<file path="src/rtl/fetch_if.sv">
// fetch_if: groups the fetch unit's ROM bus, instruction handshake and
// redirect signals.
//   master : the fetch unit. It drives rom_addr/rom_ena/rom_read and
//            ir_valid/ir_opcode/ir_operand. It samples rom_data, ir_ready,
//            jmp_valid and jmp_addr.
//   slave  : the ROM and the decode/execute side, which sees the opposite
//            directions.
interface fetch_if;
  logic [5:0] rom_addr;
  logic       rom_ena;
  logic       rom_read;
  logic [7:0] rom_data;
  logic       ir_valid;
  logic       ir_ready;
  logic [1:0] ir_opcode;
  logic [5:0] ir_operand;
  logic       jmp_valid;
  logic [5:0] jmp_addr;

  modport master (
    output rom_addr, rom_ena, rom_read,
    input  rom_data,
    output ir_valid, ir_opcode, ir_operand,
    input  ir_ready,
    input  jmp_valid, jmp_addr
  );

  modport slave (
    input  rom_addr, rom_ena, rom_read,
    output rom_data,
    input  ir_valid, ir_opcode, ir_operand,
    output ir_ready,
    output jmp_valid, jmp_addr
  );
endinterface

</file>
<file path="src/rtl/fetch_unit.sv">
// fetch_unit: instruction fetch initiator for the simpleCPU.
//
// This block owns the program counter. It walks the ROM one word at a time
// through the states ADDR and READ. It then presents the captured word to
// the decode/execute stage through a valid/ready handshake.
//
// Ports:
//   clk, rst   single rising-edge clock; synchronous active-high reset
//   start      pulse that leaves IDLE and starts fetching at pc
//   bus        fetch_if.master, which carries:
//                - the ROM strobes and data
//                - the ir handshake and ir fields
//                - the jump redirect request
//   pc         current fetch address
//   halted     high while in HALT
//
// PROG_LEN is the number of valid ROM words (1..64). Any fetch at
// pc >= PROG_LEN halts without a read strobe.
module fetch_unit #(
  parameter int PROG_LEN = 8
) (
  input  logic       clk,
  input  logic       rst,
  input  logic       start,
  fetch_if.master    bus,
  output logic [5:0] pc,
  output logic       halted
);

  typedef enum logic [2:0] {
    S_IDLE,
    S_ADDR,
    S_READ,
    S_VALID,
    S_HALT
  } state_t;

  // PROG_LEN can be 64, so the compare is done one bit wider than pc.
  localparam logic [6:0] PROG_END = 7'(PROG_LEN);

  state_t     state;
  state_t     state_nxt;
  logic [5:0] pc_nxt;
  logic [7:0] ir;
  logic       ir_load;
  logic       past_end;

  assign past_end = {1'b0, pc} >= PROG_END;

  always_comb begin
    state_nxt = state;
    pc_nxt    = pc;
    ir_load   = 1'b0;

    unique case (state)
      S_IDLE: begin
        if (start) state_nxt = S_ADDR;
      end
      S_ADDR: begin
        if (past_end) state_nxt = S_HALT;
        else          state_nxt = S_READ;
      end
      S_READ: begin
        ir_load   = 1'b1;
        state_nxt = S_VALID;
      end
      S_VALID: begin
        if (bus.ir_ready) begin
          if (ir[7:6] == 2'b00) begin
            state_nxt = S_HALT;
          end else begin
            pc_nxt    = pc + 6'd1;
            state_nxt = S_ADDR;
          end
        end
      end
      S_HALT: begin
        // Only a jump or a reset leaves HALT; start is ignored here.
        state_nxt = S_HALT;
      end
      default: state_nxt = S_IDLE;
    endcase

    // A redirect outranks normal sequencing in every state except IDLE.
    // It discards an in-flight capture and swallows a handshake that
    // lands in the same cycle, so pc does not increment.
    if (state != S_IDLE && bus.jmp_valid) begin
      pc_nxt    = bus.jmp_addr;
      ir_load   = 1'b0;
      state_nxt = S_ADDR;
    end
  end

  always_ff @(posedge clk) begin
    if (rst) begin
      state <= S_IDLE;
      pc    <= 6'd0;
      ir    <= 8'd0;
    end else begin
      state <= state_nxt;
      pc    <= pc_nxt;
      // rom_data is only trusted at the edge that ends READ.
      if (ir_load) ir <= bus.rom_data;
    end
  end

  // All strobes and flags are decoded from the registered state only.
  assign bus.rom_addr   = pc;
  assign bus.rom_ena    = (state == S_ADDR) || (state == S_READ);
  assign bus.rom_read   = (state == S_READ);
  assign bus.ir_valid   = (state == S_VALID);
  assign bus.ir_opcode  = ir[7:6];
  assign bus.ir_operand = ir[5:0];
  assign halted         = (state == S_HALT);

endmodule

</file>
<file path="src/flat_wrapper.sv">
// flat-port wrapper written by rule: the top's interface ports become plain ports
module fetch_unit_flat 
#(
  parameter int PROG_LEN = 8
)
  (clk, rst, start, pc, halted, bus_rom_addr, bus_rom_ena, bus_rom_read, bus_rom_data, bus_ir_valid, bus_ir_opcode, bus_ir_operand, bus_ir_ready, bus_jmp_valid, bus_jmp_addr);
  fetch_if bus_i ();
  input  logic clk;
  input  logic rst;
  input  logic start;
  output logic [5:0] pc;
  output logic halted;
  output wire logic [$bits(bus_i.rom_addr)-1:0] bus_rom_addr;
  output wire logic [$bits(bus_i.rom_ena)-1:0] bus_rom_ena;
  output wire logic [$bits(bus_i.rom_read)-1:0] bus_rom_read;
  input wire logic [$bits(bus_i.rom_data)-1:0] bus_rom_data;
  output wire logic [$bits(bus_i.ir_valid)-1:0] bus_ir_valid;
  output wire logic [$bits(bus_i.ir_opcode)-1:0] bus_ir_opcode;
  output wire logic [$bits(bus_i.ir_operand)-1:0] bus_ir_operand;
  input wire logic [$bits(bus_i.ir_ready)-1:0] bus_ir_ready;
  input wire logic [$bits(bus_i.jmp_valid)-1:0] bus_jmp_valid;
  input wire logic [$bits(bus_i.jmp_addr)-1:0] bus_jmp_addr;
  assign bus_rom_addr = bus_i.rom_addr;
  assign bus_rom_ena = bus_i.rom_ena;
  assign bus_rom_read = bus_i.rom_read;
  assign bus_i.rom_data = bus_rom_data;
  assign bus_ir_valid = bus_i.ir_valid;
  assign bus_ir_opcode = bus_i.ir_opcode;
  assign bus_ir_operand = bus_i.ir_operand;
  assign bus_i.ir_ready = bus_ir_ready;
  assign bus_i.jmp_valid = bus_jmp_valid;
  assign bus_i.jmp_addr = bus_jmp_addr;
  fetch_unit #(.PROG_LEN(PROG_LEN)) u_core (.clk(clk), .rst(rst), .start(start), .bus(bus_i), .pc(pc), .halted(halted));
endmodule
</file>
<file path="config.mk">
export PLATFORM = sky130hd
export DESIGN_NAME = fetch_unit_flat
export DESIGN_NICKNAME = d
export VERILOG_FILES = /design/src/rtl/fetch_if.sv /design/src/rtl/fetch_unit.sv /design/src/flat_wrapper.sv
export SDC_FILE = /design/constraint.sdc
export NUM_CORES = 1
export LEC_CHECK = 0
export ABC_AREA = 1
export CAP_MARGIN = 20
export CELL_PAD_IN_SITES_DETAIL_PLACEMENT = 2
export CELL_PAD_IN_SITES_GLOBAL_PLACEMENT = 2
export CORE_MARGIN = 3
export CORE_UTILIZATION = 21
export DETAILED_ROUTE_END_ITERATION = 7
export GPL_ROUTABILITY_DRIVEN = 1
export PLACE_DENSITY = 0.87
export SETUP_SLACK_MARGIN = 0.05
export SYNTH_ARGS = -nofsm -noshare
export SYNTH_HDL_FRONTEND = slang
export SYNTH_SLANG_ARGS = --single-unit
</file>
<file path="constraint.sdc">
create_clock -name clk -period 1.74 [get_ports clk]
set_clock_uncertainty 0.15 [all_clocks]
set_input_delay 0.348 -clock clk [delete_from_list [all_inputs] [get_ports clk]]
set_output_delay 0.348 -clock clk [all_outputs]
set_load 0.01 [all_outputs]
</file>
==> flow_metrics.env <==
export IMPL_mostFrequentLayoutCells="34 x nand2_1, 30 x nor2_1, 22 x clkdlybuf4s50_1"
export IMPL_grt_max_degree=13
export IMPL_cts_buffer_depth=2
export IMPL_vdd_drop_max_mv=0.277
export IMPL_drtPass1Iterations=4
export IMPL_cts_sinks=17
export IMPL_overflow=0
export IMPL_rsz0062_at_grt="false"
export IMPL_drv_slew=0
export IMPL_seq_area_frac_synth_pct=33.0
export IMPL_nets=224
export IMPL_clock_fmax_mhz=610
export IMPL_synth_top_family_by_area="simple AND/OR/NAND/NOR gates"
export IMPL_tightest_slew_ns=0.295
export IMPL_ys_ff_latch=17
export IMPL_core_um2=4530
export IMPL_dp_cells=263
export IMPL_synth_adder_area_share_pct=2.43
export IMPL_final_design_area_no_fill_um2=1670
export IMPL_synth_compound_area_share_pct=8.37
export IMPL_maxSlewHeadroom_pct=80.3
export IMPL_cts_root_buffer="clkbuf_8"
export IMPL_drive_gt1_share_pct=20.8
export IMPL_io_pins=43
export IMPL_rows=24
export IMPL_p_leak_nw=0.983
export IMPL_yosysWarnings=0
export IMPL_finalWeightedCongestion=0.742
export IMPL_worst_setup_path_start_kind="flip-flop"
export IMPL_grt_pass1_wl_um=5950
export IMPL_ys_types=29
export IMPL_placed_area_um2=1590
export IMPL_post_cts_setup_buffer_count=0
export IMPL_grt_pass1_vias=1257
export IMPL_crit_family="buffers and inverters"
export IMPL_period_share_pct=94.3
export IMPL_initial_core_util_pct=22.7
export IMPL_fillerInstances=547
export IMPL_antenna_found_initial=0
export IMPL_die_x_um=76.1
export IMPL_die_height_um=76.1
export IMPL_synth_xor_area_share_pct=0.850
export IMPL_syn_area_um2=1030
export IMPL_crit_path_end_kind="output pin"
export IMPL_clk_pin_slew_ns=0.07
export IMPL_syn_to_final_growth_pct=62.0
export IMPL_slowest_stage="clkdlybuf4s50_1"
export IMPL_hold_class="reg -> reg"
export IMPL_drcViolationCount=0
export IMPL_dp_final_hpwl_um=2800
export IMPL_r2r_slack_ns=0.27
export IMPL_finalHoldViolCount=0
export IMPL_cts_inserted_buffers=3
export IMPL_cp_cell_sequence="clkdlybuf4s50_1"
export IMPL_vias=1120
export IMPL_clock_latency_ns=0.25
export IMPL_crit_buf_inv=1
export IMPL_drtAntennaViolNets=0
export IMPL_diodes=0
export IMPL_wl_per_cell_um=12.8
export IMPL_critPathRequiredTime_ns=1.24
export IMPL_port_buffers=42
export IMPL_htree_levels=1
export IMPL_wl_um=3420
export IMPL_synth_simple_area_share_pct=42.8
export IMPL_die_area_um2=5790
export IMPL_synth_area_mux_share_pct=0
export IMPL_syn_inst=149
export IMPL_power_mw=1.37
export IMPL_finalNonFillerCells=267
export IMPL_cts_tree="done"
export IMPL_critPathArrivalTime_ns=1.14
export IMPL_final_common_cell="nand2_1"
export IMPL_syn_area_per_cell_um2=6.92
export IMPL_period_needed_ns=1.64
export IMPL_drt_iter0_markers=27
export IMPL_syn_nets=170
export IMPL_crit_type="reg -> out"
export IMPL_avgViaCountPerCell=4.19
export IMPL_cap_violations=0
export IMPL_cp_max_fo=3
export IMPL_hold_buffers=0
export IMPL_track_usage_pct=12.3
export IMPL_max_stage_delay_ns=0.54
export IMPL_p_per_area_nw_per_um2=823
export IMPL_setup_tns_ns=0
export IMPL_status="complete, no violations"
export IMPL_finalSetupViolations=0
cell usage after synthesis:
library cell	n	share of area, %
nand2_1	34	12
nor2_1	30	11
dfxtp_1	17	33
inv_1	11	4.0
nand3_1	10	4.9
o21ai_1	8	3.9
buf_4	6	4.4
inv_2	5	1.8
a21oi_1	4	1.9
nand2_4	4	4.4
ha_1	2	2.4
a31oi_1	1	0.61
buf_12	1	1.9
clkbuf_1	1	0.36
nand2_2	1	0.61
nand3_2	1	0.97
nand3_4	1	1.7
nand3b_1	1	0.73
nand4_1	1	0.61
nor2_2	1	0.61
nor2_4	1	1.1
nor2_8	1	1.9
nor3_1	1	0.48
nor3_2	1	0.97
o211ai_1	1	0.73
o21ai_0	1	0.48
o21bai_1	1	0.73
or2_2	1	0.61
xor2_1	1	0.85
cells by family after synthesis:
logic type,count (synthesis)
AND/OR/NAND/NOR,89
buffers and inverters,24
flip-flops,17
AO/OA/AOI/OAI,16
adder cells (fa/ha/maj),2
XOR/XNOR,1
cell type report:
cell class	count	area [µm²]	share of cell area [%]
clock buffers	3	41.3	2.47
multi-input cells	108	573	34.3
well taps	65	81.3	4.87
repair buffers	57	559	33.5
flip-flops and latches	17	348	20.8
inverters	16	60.1	3.60
clock inverters	1	7.51	0.449
power by group:
| group | total (mW) | internal [mW] | switching (mW) |
|---|---|---|---|
| combinational | 0.582 | 0.278 | 0.304 |
| sequential | 0.490 | 0.441 | 0.0495 |
| clock | 0.302 | 0.161 | 0.141 |
| total | 1.37 | 0.880 | 0.494 |
path summary, 6_finish.rpt:
path,from,end,cells past startpoint
max,u_core.bus.rom_addr[3],pc[3],1
min,u_core.ir[3],u_core.ir[3],2
max reg2reg,u_core.state[2],u_core.bus.rom_addr[5],9
min reg2reg,u_core.ir[3],u_core.ir[3],2
layer usage:
metal / part of all wire [%] / wire [µm] / global-route usage, % / up-vias
li1: - / - / - / 568
met3: 6.8 / 233 / 3.90 / 2
met1: 43 / 1470 / 13.7 / 521
met2: 50 / 1700 / 22.7 / 29
met4: 0.53 / 18 / 2.72 / 0
met5: 0 / 0 / 0 / -
registers in the layout (all words and copies together), names as in the netlist:
| name | flops |
|---|---|
| u_core.ir | 8 |
| u_core.bus.rom_addr | 6 |
| u_core.state | 3 |
metrics by stage:
stage / hold WS, ns / util (%) / setup WS [ns]
floorplan: 0.267 / - / 0.358
global placement: 0.337 / 35.0 / 0.0531
detailed placement: 0.340 / 35.0 / 0.00568
CTS: 0.364 / 36.1 / 0.0514
global route: 0.393 / 36.8 / 0.0501
finish: 0.353 / 36.8 / 0.0995
timing repair:
action	CTS	global route
resized for setup	16	17
endpoints found under the setup margin	9	15
pin swaps	1	0
(Power assumes the default switching activity.)
